### src/rtl/is_array_sequencer.sv
// -----------------------------------------------------------------------------
// is_array_sequencer
// Job sequencer for an input-stationary systolic array. A job loads
// ARRAY_WIDTH stationary input vectors, streams num_weights weight vectors
// through the array, drains the pipeline with zero weights and hands every
// psum vector out through a registered valid/ready port. Every array step is
// gated by downstream space (and, in RUN, by weight availability) so stalls on
// either side freeze the array without losing or duplicating results.
// A job-tag shift register tracks which array steps carry real weights.
// PIPE_LATENCY must be at least 2.
// -----------------------------------------------------------------------------
module is_array_sequencer #(
    parameter int INPUT_WIDTH  = 16,
    parameter int WEIGHT_WIDTH = 16,
    parameter int PSUM_WIDTH   = 32,
    parameter int ARRAY_HEIGHT = 4,
    parameter int ARRAY_WIDTH  = 4,
    parameter int PIPE_LATENCY = ARRAY_HEIGHT + ARRAY_WIDTH,
    parameter int CNT_WIDTH    = 8
) (
    input  logic                               clk,
    input  logic                               rst,
    input  logic                               start,
    input  logic [CNT_WIDTH-1:0]               num_weights,
    output logic                               busy,
    output logic                               done,
    input  logic                               in_valid,
    output logic                               in_ready,
    input  logic [ARRAY_HEIGHT*INPUT_WIDTH-1:0] in_data,
    input  logic                               w_valid,
    output logic                               w_ready,
    input  logic [ARRAY_WIDTH*WEIGHT_WIDTH-1:0] w_data,
    output logic                               array_input_en,
    output logic [ARRAY_HEIGHT*INPUT_WIDTH-1:0] array_input_in,
    output logic                               array_process_en,
    output logic [ARRAY_WIDTH*WEIGHT_WIDTH-1:0] array_weight_in,
    input  logic [ARRAY_HEIGHT*PSUM_WIDTH-1:0]  array_psum_in,
    output logic                               out_valid,
    input  logic                               out_ready,
    output logic [ARRAY_HEIGHT*PSUM_WIDTH-1:0]  out_data
);

    // FSM encoding
    localparam logic [2:0] IDLE  = 3'd0;
    localparam logic [2:0] LOAD  = 3'd1;
    localparam logic [2:0] RUN   = 3'd2;
    localparam logic [2:0] FLUSH = 3'd3;
    localparam logic [2:0] DONE  = 3'd4;

    localparam int                    IN_CNT_W = $clog2(ARRAY_WIDTH + 1);
    localparam logic [IN_CNT_W-1:0]   IN_LAST  = IN_CNT_W'(ARRAY_WIDTH - 1);
    localparam logic [IN_CNT_W-1:0]   IN_ONE   = IN_CNT_W'(1);
    localparam logic [CNT_WIDTH-1:0]  CNT_ONE  = CNT_WIDTH'(1);

    // State and bookkeeping registers
    logic [2:0]                          r_state;
    logic [CNT_WIDTH-1:0]                r_num_weights;
    logic [CNT_WIDTH-1:0]                r_w_cnt;
    logic [IN_CNT_W-1:0]                 r_in_cnt;
    logic [PIPE_LATENCY-1:0]             r_tags;
    logic                                r_out_valid;
    logic [ARRAY_HEIGHT*PSUM_WIDTH-1:0]  r_out_data;

    // Combinational control
    logic [2:0] w_state_nxt;
    logic       w_can_out;
    logic       w_run_step;
    logic       w_flush_step;
    logic       w_step;
    logic       w_new_tag;
    logic       w_tail;
    logic       w_tags_empty;
    logic       w_in_xfer;
    logic       w_last_in;
    logic       w_last_w;
    logic       w_start_ok;

    // Step qualification: an array step needs room at the output register;
    // in FLUSH there is no point stepping once no real weight is in flight.
    always_comb begin
        w_can_out    = !r_out_valid || out_ready;
        w_tags_empty = (r_tags == {PIPE_LATENCY{1'b0}});
        w_tail       = r_tags[PIPE_LATENCY-1];
        w_run_step   = 1'b0;
        w_flush_step = 1'b0;
        if (r_state == RUN) begin
            w_run_step = w_can_out && w_valid;
        end else if (r_state == FLUSH) begin
            w_flush_step = w_can_out && !w_tags_empty;
        end else begin
            w_run_step   = 1'b0;
            w_flush_step = 1'b0;
        end
        w_step     = w_run_step || w_flush_step;
        w_new_tag  = w_run_step;
        w_in_xfer  = (r_state == LOAD) && in_valid;
        w_last_in  = w_in_xfer && (r_in_cnt == IN_LAST);
        w_last_w   = w_run_step && (r_w_cnt == (r_num_weights - CNT_ONE));
        w_start_ok = (r_state == IDLE) && start;
    end

    // Next-state logic
    always_comb begin
        w_state_nxt = r_state;
        case (r_state)
            IDLE: begin
                if (start) begin
                    w_state_nxt = LOAD;
                end else begin
                    w_state_nxt = IDLE;
                end
            end
            LOAD: begin
                if (w_last_in) begin
                    if (r_num_weights != {CNT_WIDTH{1'b0}}) begin
                        w_state_nxt = RUN;
                    end else begin
                        w_state_nxt = DONE;
                    end
                end else begin
                    w_state_nxt = LOAD;
                end
            end
            RUN: begin
                if (w_last_w) begin
                    w_state_nxt = FLUSH;
                end else begin
                    w_state_nxt = RUN;
                end
            end
            FLUSH: begin
                if (w_tags_empty && !r_out_valid) begin
                    w_state_nxt = DONE;
                end else begin
                    w_state_nxt = FLUSH;
                end
            end
            DONE: begin
                w_state_nxt = IDLE;
            end
            default: begin
                w_state_nxt = IDLE;
            end
        endcase
    end

    // State register
    always_ff @(posedge clk or posedge rst) begin
        if (rst) begin
            r_state <= IDLE;
        end else begin
            r_state <= w_state_nxt;
        end
    end

    // Job length latch and input/weight counters; cleared on every accepted start
    always_ff @(posedge clk or posedge rst) begin
        if (rst) begin
            r_num_weights <= {CNT_WIDTH{1'b0}};
            r_in_cnt      <= {IN_CNT_W{1'b0}};
            r_w_cnt       <= {CNT_WIDTH{1'b0}};
        end else if (w_start_ok) begin
            r_num_weights <= num_weights;
            r_in_cnt      <= {IN_CNT_W{1'b0}};
            r_w_cnt       <= {CNT_WIDTH{1'b0}};
        end else begin
            if (w_in_xfer) begin
                r_in_cnt <= r_in_cnt + IN_ONE;
            end else begin
                r_in_cnt <= r_in_cnt;
            end
            if (w_run_step) begin
                r_w_cnt <= r_w_cnt + CNT_ONE;
            end else begin
                r_w_cnt <= r_w_cnt;
            end
        end
    end

    // Tag pipeline mirrors the array depth: a 1 marks a step that carried a
    // real weight; it reaches the tail exactly when that psum is on array_psum_in
    always_ff @(posedge clk or posedge rst) begin
        if (rst) begin
            r_tags <= {PIPE_LATENCY{1'b0}};
        end else if (w_start_ok) begin
            r_tags <= {PIPE_LATENCY{1'b0}};
        end else if (w_step) begin
            r_tags <= {r_tags[PIPE_LATENCY-2:0], w_new_tag};
        end else begin
            r_tags <= r_tags;
        end
    end

    // Result register: capture a tagged psum on a step, release on handshake
    always_ff @(posedge clk or posedge rst) begin
        if (rst) begin
            r_out_valid <= 1'b0;
            r_out_data  <= {(ARRAY_HEIGHT*PSUM_WIDTH){1'b0}};
        end else if (w_step && w_tail) begin
            r_out_valid <= 1'b1;
            r_out_data  <= array_psum_in;
        end else if (r_out_valid && out_ready) begin
            r_out_valid <= 1'b0;
            r_out_data  <= r_out_data;
        end else begin
            r_out_valid <= r_out_valid;
            r_out_data  <= r_out_data;
        end
    end

    // Output decode; all derive from registered state so reset forces them low
    always_comb begin
        busy             = (r_state != IDLE);
        done             = (r_state == DONE);
        in_ready         = (r_state == LOAD);
        array_input_en   = w_in_xfer;
        if (r_state == LOAD) begin
            array_input_in = in_data;
        end else begin
            array_input_in = {(ARRAY_HEIGHT*INPUT_WIDTH){1'b0}};
        end
        w_ready          = w_run_step;
        array_process_en = w_step;
        if (w_run_step) begin
            array_weight_in = w_data;
        end else begin
            array_weight_in = {(ARRAY_WIDTH*WEIGHT_WIDTH){1'b0}};
        end
        out_valid        = r_out_valid;
        out_data         = r_out_data;
    end

endmodule

### config.mk
export PLATFORM = sky130hd
export DESIGN_NAME = is_array_sequencer
export DESIGN_NICKNAME = d
export VERILOG_FILES = /design/src/rtl/is_array_sequencer.sv
export SDC_FILE = /design/constraint.sdc
export NUM_CORES = 1
export LEC_CHECK = 0
export CAP_MARGIN = 20
export CORE_AREA = 4 4 206 208
export CTS_BUF_LIST = sky130_fd_sc_hd__clkbuf_2 sky130_fd_sc_hd__clkbuf_4 sky130_fd_sc_hd__clkbuf_8
export CTS_CLUSTER_DIAMETER = 60
export CTS_CLUSTER_SIZE = 12
export DETAILED_ROUTE_END_ITERATION = 7
export DIE_AREA = 0 0 210 212
export PLACE_DENSITY = 0.53
export SLEW_MARGIN = 15
export SYNTH_ARGS = -nofsm -noshare
export SYNTH_HDL_FRONTEND = slang
export SYNTH_SLANG_ARGS = --single-unit
### constraint.sdc
create_clock -name clk -period 7.35 [get_ports clk]
set_clock_uncertainty 0.2 [all_clocks]
set_input_delay 0.735 -clock clk [delete_from_list [all_inputs] [get_ports clk]]
set_output_delay 0.735 -clock clk [all_outputs]
set_load 0.02 [all_outputs]
## Yosys cells after proc, flatten, opt, wreduce, memory -nomap -nowiden

Index checks and enable logic that the tools add are counted.

| storage, ports and cells | value |
|---|---|
| register bits | 159 |
| input port bits | 270 |
| output and inout port bits | 263 |
| logic and storage cells | 56 |

| cells by class | value |
|---|---|
| $add $sub $neg | 3 |
| equal/unequal tests | 6 |
| multiplexer cells | 19 |
| reduce and logical (&&, ||, !) cells | 21 |

Operators with widths:

| kind | number |
|---|---|
| $mux 64 | 2 |
| $mux 8 | 4 |
| $mux 3 | 5 |
| $pmux 3 s4 | 1 |
| $eq 3x2->1 const B | 3 |
| $logic_and 1x1->1 | 9 |
| $add 8x1->8 const B | 1 |
| $eq 8x8->1 | 1 |
| $logic_not 8->1 | 1 |
| $reduce_bool 2->1 | 4 |
| $reduce_bool 8->1 | 1 |
| $sub 8x1->8 const B | 1 |
| $mux 1 | 7 |
| $add 3x1->3 const B | 1 |
| $eq 3x1->1 const B | 1 |
| $eq 3x3->1 const B | 1 |
| $logic_not 3->1 | 1 |
| $reduce_bool 3->1 | 1 |
| $logic_not 1->1 | 2 |
| $logic_or 1x1->1 | 2 |

## Logic depth before layout (Yosys ltp)

Gate-level depths: netlist of the first run.

| logic depth | value |
|---|---|
| word-level depth | 8 |
| depth in mapped cells | 8 |
| depth with buffers taken out | 7 |

## Least setup slack after synthesis of the first run

No wires, ideal clock.

| timing | value |
|---|---|
| path kind | in2out |
| start | input w_valid |
| end | output array_weight_in[10] |
| data arrival time | 1.750 ns |
| required time | 6.415 ns |
| setup slack | 4.665 ns |
| stages on the path | 4 |
| path buffers | 2 |
| cell sequence | and4bb_4 -> clkbuf_1 -> clkbuf_1 -> and3_1 |

| on the way | value |
|---|---|
| cells in the longest elaborated chain, start to end | 3 |

Ends and longest elaborated chain:

| what | RTL line | source |
|---|---|---|
| start: declaration | 30 | `input logic w_valid,` |
| $logic_and 1x1->1 | 87 | `w_run_step = w_can_out && w_valid;` |
| $mux 1 | 86 | `if (r_state == RUN) begin` |
| $mux 64 | 224 | `if (w_run_step) begin` |
| end: declaration | 36 | `output logic [ARRAY_WIDTH*WEIGHT_WIDTH-1:0] array_weight_in,` |

Every way passes these cells.

## Worst setup path in the final report of the first run

| timing | value |
|---|---|
| start | input out_ready |
| end | output array_process_en |

| on the way | value |
|---|---|
| cells in the longest elaborated chain, start to end | 5 |
| elaborated cells between the ends (all ways) | 7 |

Ends and longest elaborated chain:

| what | RTL line | source |
|---|---|---|
| start: declaration | 39 | `input logic out_ready,` |
| $logic_or 1x1->1 (*) | 81 | `w_can_out = !r_out_valid \|\| out_ready;` |
| $logic_and 1x1->1 | 89 | `w_flush_step = w_can_out && !w_tags_empty;` |
| $mux 1 | 88 | `end else if (r_state == FLUSH) begin` |
| $mux 1 | 86 |  |
| $logic_or 1x1->1 (*) | 94 | `w_step = w_run_step \|\| w_flush_step;` |
| end: declaration | 35 | `output logic array_process_en,` |

Every way passes the cells marked *; elsewhere a longest branch is shown, timed or not.

==> results of run 1 <==
==> cell type report <==
| cell class | count | area (µm²) |
|---|---|---|
| antenna | 2 | 5.00 |
| clock buffer | 23 | 292 |
| clock inverter | 9 | 133 |
| fill | 4087 | 26500 |
| inverter | 10 | 55.1 |
| multi-input combinational | 376 | 3500 |
| sequential | 159 | 3980 |
| tap | 532 | 666 |
| timing repair buffer | 540 | 5420 |
==> through the flow <==
step	util	worst slack [ns]	hold slack (ns)	total power, mW	cells
floorplan	-	2.12	0.277	1.54	584
global placement	0.335	3.19	0.289	2.12	1616
detailed placement	0.336	3.30	0.293	2.12	1617
CTS	0.346	3.30	0.313	2.86	1649
global route	0.346	3.17	0.316	2.98	1651
finish	0.346	3.36	0.309	2.80	1651
==> power by group through the flow <==
stage,clock [mW],combinational [mW],sequential [mW]
final,0.708,1.12,0.974
after global routing,0.778,1.22,0.983
after CTS,0.744,1.14,0.974
after detailed placement,0,1.13,0.991
after global placement,0,1.13,0.989
after floorplan,0,0.576,0.969
==> how the worst max path moves through the flow <==
| stage | start | to | slack, ns | cells past startpoint |
|---|---|---|---|---|
| 6_report | out_ready | array_process_en | 3.36 | 7 |
| 5_1_grt | out_ready | array_process_en | 3.17 | 7 |
| 4_1_cts | out_ready | array_process_en | 3.30 | 7 |
| 3_5_place_dp | out_ready | array_process_en | 3.30 | 7 |
| 3_3_place_gp | out_ready | out_data[10]$_DFFE_PP0P_ | 3.19 | 7 |
| 2_1_floorplan | rst | out_data[0]$_DFFE_PP0P_ | 2.12 | 1 |
==> cells in the final DEF (no fill, tap or decap), types with 3 or more instances in the layout <==
cell type / n
sky130_fd_sc_hd__mux2_2: 25
sky130_fd_sc_hd__clkdlybuf4s50_1: 532
sky130_fd_sc_hd__nand4_1: 4
sky130_fd_sc_hd__inv_1: 8
sky130_fd_sc_hd__dfrtp_1: 159
sky130_fd_sc_hd__mux2i_1: 8
sky130_fd_sc_hd__clkbuf_8: 19
sky130_fd_sc_hd__buf_4: 6
sky130_fd_sc_hd__and2_1: 64
sky130_fd_sc_hd__nand3_1: 6
sky130_fd_sc_hd__bufinv_16: 3
sky130_fd_sc_hd__mux2_4: 109
sky130_fd_sc_hd__nor3_1: 5
sky130_fd_sc_hd__and3_1: 66
sky130_fd_sc_hd__xnor2_1: 12
sky130_fd_sc_hd__nand2_1: 13
sky130_fd_sc_hd__xor2_1: 6
sky130_fd_sc_hd__nor2_1: 19
sky130_fd_sc_hd__o21ai_0: 6
sky130_fd_sc_hd__clkbuf_4: 4
sky130_fd_sc_hd__nor4_1: 3
sky130_fd_sc_hd__ha_1: 4
==> sequential cells by signal, indices dropped and copies added, names as in the netlist <==
name,flops
out_data,128
r_num_weights,8
r_tags,8
r_w_cnt,8
r_in_cnt,3
r_state,3
out_valid,1
==> critical path, delay by kind of cell <==
kind | cells | cell delay, ns
AO/OA/AOI/OAI | 1 | 0.15
AND/OR/NAND/NOR | 2 | 0.43
buffers and inverters | 4 | 1.71
==> cell families (layout without fill, tap and decap cells) <==
kind of cell | after synthesis | count (layout) | share of synthesized area
simple gates | 192 | 192 | 0.145
buf+inv | 49 | 582 | 0.0518
other cells | 0 | 2 | 0
compound gates | 20 | 20 | 0.0187
flops | 159 | 159 | 0.505
mux | 142 | 142 | 0.254
fa+ha+maj | 4 | 4 | 0.00635
xor+xnor | 18 | 18 | 0.0200
==> metal layers <==
metal | vias to the layer above | wire (µm) | global-route usage
li1 | 3050 | - | -
met1 | 3233 | 12600 | 0.155
met2 | 315 | 16400 | 0.246
met3 | 17 | 3620 | 0.0688
met4 | 0 | 444 | 0.0376
met5 | - | 0 | 0
==> results.json, run 1 <==
{
  "run_status": "finished, final reports clean",
  "clk-insertion-delay-late_ns": 0.45,
  "holdCritStartpoint": "out_data[9]$_DFFE_PP0P_",
  "floorplan.die.width_um": 210,
  "fin_crit_sh": 0.543,
  "setup_violations": 0,
  "timing.reg2reg.worst_path_depth": 6,
  "cts_htree_levels": 4,
  "p_int_mw": 1.86,
  "clock_pin_slew_on_the_worst_setup_and_hold_paths_ns": 0.08,
  "post_cts_hold_buffer_count": 0,
  "core_region_area_um2": 40600,
  "cts_resized": 0,
  "switching_share": 0.338,
  "cts_sinks": 159,
  "timing.critical_path.from_type": "input pin",
  "maxCapViolations": 0,
  "floorplan.rows": 74,
  "ir_worst_vdd_v": 0.000158,
  "route.detailed.wl_per_inst_um": 20.0,
  "ys_async_sr_fraction": 1.00,
  "p_clk_frac": 0.253,
  "worst_ep_arrival_time_ns": 3.06,
  "timing_max_transition_violations_final": 0,
  "final_layout_size_suffix_gt1_frac": 0.164,
  "setup_bufs_post_cts": 0,
  "setup_tns_ns": 0,
  "grt_pass1_wl_mm": 47.8,
  "critical_path.max_fanout": 67,
  "hold_end": "out_data[9]$_DFFE_PP0P_",
  "route.antenna.remaining_nets": 0,
  "critical_path_required_ns": 6.41,
  "rsz0062_at_grt": "no",
  "grt_max_degree": 90,
  "seq_area_frac_synth": 0.505,
  "cts_tree": "done",
  "die_y_um": 212,
  "hold_path_class": "flop to flop",
  "post_synth_main_area_contributors": "sky130_fd_sc_hd__dfrtp_1, sky130_fd_sc_hd__mux2_4, sky130_fd_sc_hd__and3_1",
  "cts_inserted_buffers": 17,
  "crit_path_max_incr_delay_ns": 0.69,
  "post_synth.cell_area_avg_um2": 13.5,
  "yosys_warnings": 0,
  "finalHoldViolations": 0,
  "combPwrFrac": 0.400,
  "final_cell_area_um2": 14000,
  "r2r-start": "r_state[2]$_DFF_PP0_",
  "detail_route.iter0.violations": 373,
  "firstDrtPassIters": 4,
  "placement.io_buffers": 532,
  "yosys_most_used_dff": "sky130_fd_sc_hd__dfrtp_1",
  "post_synth_inst_count": 584,
  "finalWirelength_mm": 33.0,
  "yosys-top-cells-count": "sky130_fd_sc_hd__dfrtp_1, sky130_fd_sc_hd__mux2_4, sky130_fd_sc_hd__and3_1",
  "dpl_cell_area_um2": 13600,
  "half_perimeter_wire_length_after_detailed_placement_mm": 25.9,
  "netlist.top_cell.by_area": "sky130_fd_sc_hd__dfrtp_1",
  "nNetsFinal": 1378,
  "timing.setup.critical_path_class": "input pin to output pin",
  "top_ports": 533,
  "timing.critical_path.mode_cell": "sky130_fd_sc_hd__clkdlybuf4s50_1",
  "ctsLongestPathBuffers": 2,
  "starting_utilization_of_the_core_area": 0.194,
  "hold_path_depth": 1,
  "net-switching-power_mw": 0.946,
  "avgViaCountPerCell": 4.01,
  "synthesis.nets": 858,
  "detail_route.drc_violations": 0,
  "clockRootBuffer": "sky130_fd_sc_hd__clkbuf_8",
  "critical_path_end_type": "output pin",
  "gp_routability_congestion": 0.880,
  "timing.critical_path.cells": "clkdlybuf4s50_1, nand2b_2, buf_4, and2b_1, a21oi_4, inv_1, clkdlybuf4s50_1",
  "number_of_enable_flip_flop_cells_after_synthesis": 0,
  "internal_reg_to_reg_setup_slack_ns": 4.34,
  "worstReg2RegEnd": "out_data[76]$_DFFE_PP0P_",
  "slowest_stage": "sky130_fd_sc_hd__clkdlybuf4s50_1",
  "standby_leakage_power_nw": 6.55,
  "grt_pass1_vias": 7305,
  "groute.usage.overall": 0.141,
  "period_minus_slack_ns": 3.99,
  "antenna_found_initial": 3,
  "pwr-share-seq": 0.348,
  "synth.lib_cells_used.distinct": 44,
  "ys_ff_latch": 159,
  "syn_to_final_growth_pct": 78.2,
  "route.vias.total": 6615,
  "die_area_um2": 44500,
  "timing.max_slew.rel_slack": 0.383,
  "synth_area_um2": 7880,
  "synth_top_area_frac": 0.505,
  "max_freq_mhz": 250,
  "yosysMostFrequentCell": "sky130_fd_sc_hd__dfrtp_1",
  "cellPowerDensity_nw_per_um2": 200,
  "overflow": 0,
  "timing_worst_slew_pin_value_ns": 0.926
}
(Power assumes the default switching activity.)
==> run 2, diff against run 1 <==
Settings changed: CORE_AREA 4 4 206 208 to 4 4 208 210, DIE_AREA 0 0 210 212 to 0 0 212 214, PLACE_DENSITY 0.53 to 0.52.
Clock period 7.35 ns to 3.7 ns, I/O delays scaled along.
==> run 2 against run 1 <==
Effect of this change: critical path depth decreased by 4; sequential power increased by 98%; non-clock buffer count increased by 2; first-iteration DRC count decreased by 14%; worst setup slack got worse by 3.0 ns; power increased by 97%; combinational power increased by 100%; die area increased by 1.9%; routed wire length increased by 3.8%; worst hold slack got worse by 0.14 ns; critical path type is now flop to output pin; highest routed layer unchanged.
==> results.json, run 2 (synthesized netlist as in run 1, its figures left out) <==
{
  "hold_path_class": "input pin to async pin",
  "ctsLongestPathBuffers": 2,
  "timing.critical_path.from_type": "flop",
  "detail_route.drc_violations": 0,
  "cts_inserted_buffers": 17,
  "overflow": 0,
  "die_y_um": 214,
  "most-common-layout-cells": "sky130_fd_sc_hd__clkdlybuf4s50_1, sky130_fd_sc_hd__dfrtp_1, sky130_fd_sc_hd__mux2_4",
  "floorplan.rows": 75,
  "cts_sinks": 159,
  "timing.max_slew.rel_slack": 0.472,
  "route.detailed.wl_per_inst_um": 20.6,
  "setup_bufs_post_cts": 0,
  "nNetsFinal": 1380,
  "finalHoldViolations": 0,
  "critical_path_end_type": "output pin",
  "cp.buffers_inverters": 1,
  "r2r-start": "r_state[0]$_DFF_PP0_",
  "switching_share": 0.354,
  "final_core_util": 0.339,
  "route.antenna.remaining_nets": 0,
  "combPwrFrac": 0.414,
  "syn_to_final_growth_pct": 78.7,
  "placement.io_buffers": 532,
  "half_perimeter_wire_length_after_detailed_placement_mm": 26.9,
  "top_ports": 533,
  "period_minus_slack_ns": 3.33,
  "starting_utilization_of_the_core_area": 0.190,
  "grt_pass1_vias": 7412,
  "floorplan.die.width_um": 212,
  "clock_pin_slew_on_the_worst_setup_and_hold_paths_ns": 0.10,
  "largest_register_ff_count": 128,
  "finalWirelength_mm": 34.3,
  "critical_path.max_fanout": 65,
  "cts_htree_levels": 4,
  "clk-insertion-delay-late_ns": 0.48,
  "critical_path_required_ns": 3.13,
  "worst_ep_arrival_time_ns": 2.76,
  "timing_max_transition_violations_final": 0,
  "run_status": "finished, final reports clean",
  "setup_tns_ns": 0,
  "clockRootBuffer": "sky130_fd_sc_hd__clkbuf_8",
  "p_int_mw": 3.57,
  "gp_routability_congestion": 0.861,
  "avgViaCountPerCell": 4.03,
  "max_freq_mhz": 301,
  "dpl_cell_area_um2": 13700,
  "rsz0062_at_grt": "no",
  "grt_max_degree": 68,
  "net-switching-power_mw": 1.95,
  "firstDrtPassIters": 4,
  "timing.critical_path.max_delay_family": "simple AND/OR/NAND/NOR gates",
  "p_clk_frac": 0.236,
  "cellPowerDensity_nw_per_um2": 392,
  "maxCapViolations": 0,
  "crit_path_max_incr_delay_ns": 0.77,
  "timing_worst_slew_pin_value_ns": 0.792,
  "timing.critical_path.cells": "and4bb_4, and3_1, clkdlybuf4s50_1",
  "slowest_stage": "sky130_fd_sc_hd__and4bb_4",
  "antenna_found_initial": 11,
  "timing.setup.critical_path_class": "flop to output pin",
  "fin_crit_sh": 0.899,
  "die_area_um2": 45400,
  "cts_tree": "done",
  "grt_pass1_wl_mm": 49.5,
  "setup_violations": 0,
  "final_layout_size_suffix_gt1_frac": 0.166,
  "ir_worst_vdd_v": 0.000255,
  "final.setup.worst_slack_ns": 0.372,
  "p_total_mw": 5.52,
  "final_cell_area_um2": 14100,
  "pwr-share-seq": 0.350,
  "most_common_cell_after_layout_fill_and_taps_aside": "sky130_fd_sc_hd__clkdlybuf4s50_1",
  "standby_leakage_power_nw": 6.54,
  "cts_resized": 0,
  "crit_path_start": "r_state[0]$_DFF_PP0_",
  "detailedPlace.worstSlack_ns": 0.664,
  "route.vias.total": 6712,
  "post_cts_hold_buffer_count": 0,
  "core_region_area_um2": 41600,
  "detail_route.iter0.violations": 319,
  "groute.usage.overall": 0.145
}
## run 2: cell count changes in the layout (fill, tap and decap cells not counted), sizes merged
cell	before	now
buf	8	11
inv	10	14
clkbuf	23	20
clkinv	4	1
bufinv	3	1
clkinvlp	2	6
diode	2	9
clkdlybuf4s50	532	531
## run 2: cell type report
class,count,area [µm²]
multi-input combinational,376,3500
fill,4141,27500
clock buffer,20,269
sequential,159,3980
clock inverter,12,123
tap,539,674
inverter,10,53.8
timing repair buffer,542,5460
antenna,9,22.5
## run 2: final timing paths
| check | to | slack (ns) | cells past startpoint |
|---|---|---|---|
| setup reg to reg | out_data[41]$_DFFE_PP0P_ | 0.97 | 6 |
| min in group clk | r_num_weights[0]$_DFFE_PP0P_ | 0.25 | 3 |
| hold reg to reg | out_data[5]$_DFFE_PP0P_ | 0.31 | 1 |
| max in group asynchronous | out_data[125]$_DFFE_PP0P_ | 2.36 | 3 |
| hold / removal | out_data[86]$_DFFE_PP0P_ | 0.17 | 2 |
| setup / recovery | array_weight_in[55] | 0.37 | 3 |
## run 2: power by group through the flow
stage / Sequential, mW / Combinational [mW] / Clock (mW)
floorplan: 1.93 / 1.14 / 0
CTS: 1.93 / 2.32 / 1.38
global route: 1.95 / 2.47 / 1.44
detailed placement: 1.97 / 2.30 / 0
finish: 1.93 / 2.29 / 1.30
global placement: 1.96 / 2.31 / 0
## run 2: stage by stage
step	std cells	hold slack, ns
after detailed placement	1626	0.290
after global placement	1626	0.287
after CTS	1658	0.150
after floorplan	584	0.277
after global routing	1667	0.200
final	1667	0.172
## run 2: metal layers
layer | GRT usage | share of wire
met1 | 0.161 | 0.38
met2 | 0.243 | 0.48
met3 | 0.0677 | 0.11
met4 | 0.0517 | 0.024
met5 | 0 | 0
==> run 3, diff against run 2 <==
Settings changed: CTS_CLUSTER_SIZE 12 to 8, TNS_END_PERCENT set to 50.
==> results of run 3 <==
Same layout as run 2: the final DEF is identical, and so are final timing and power.
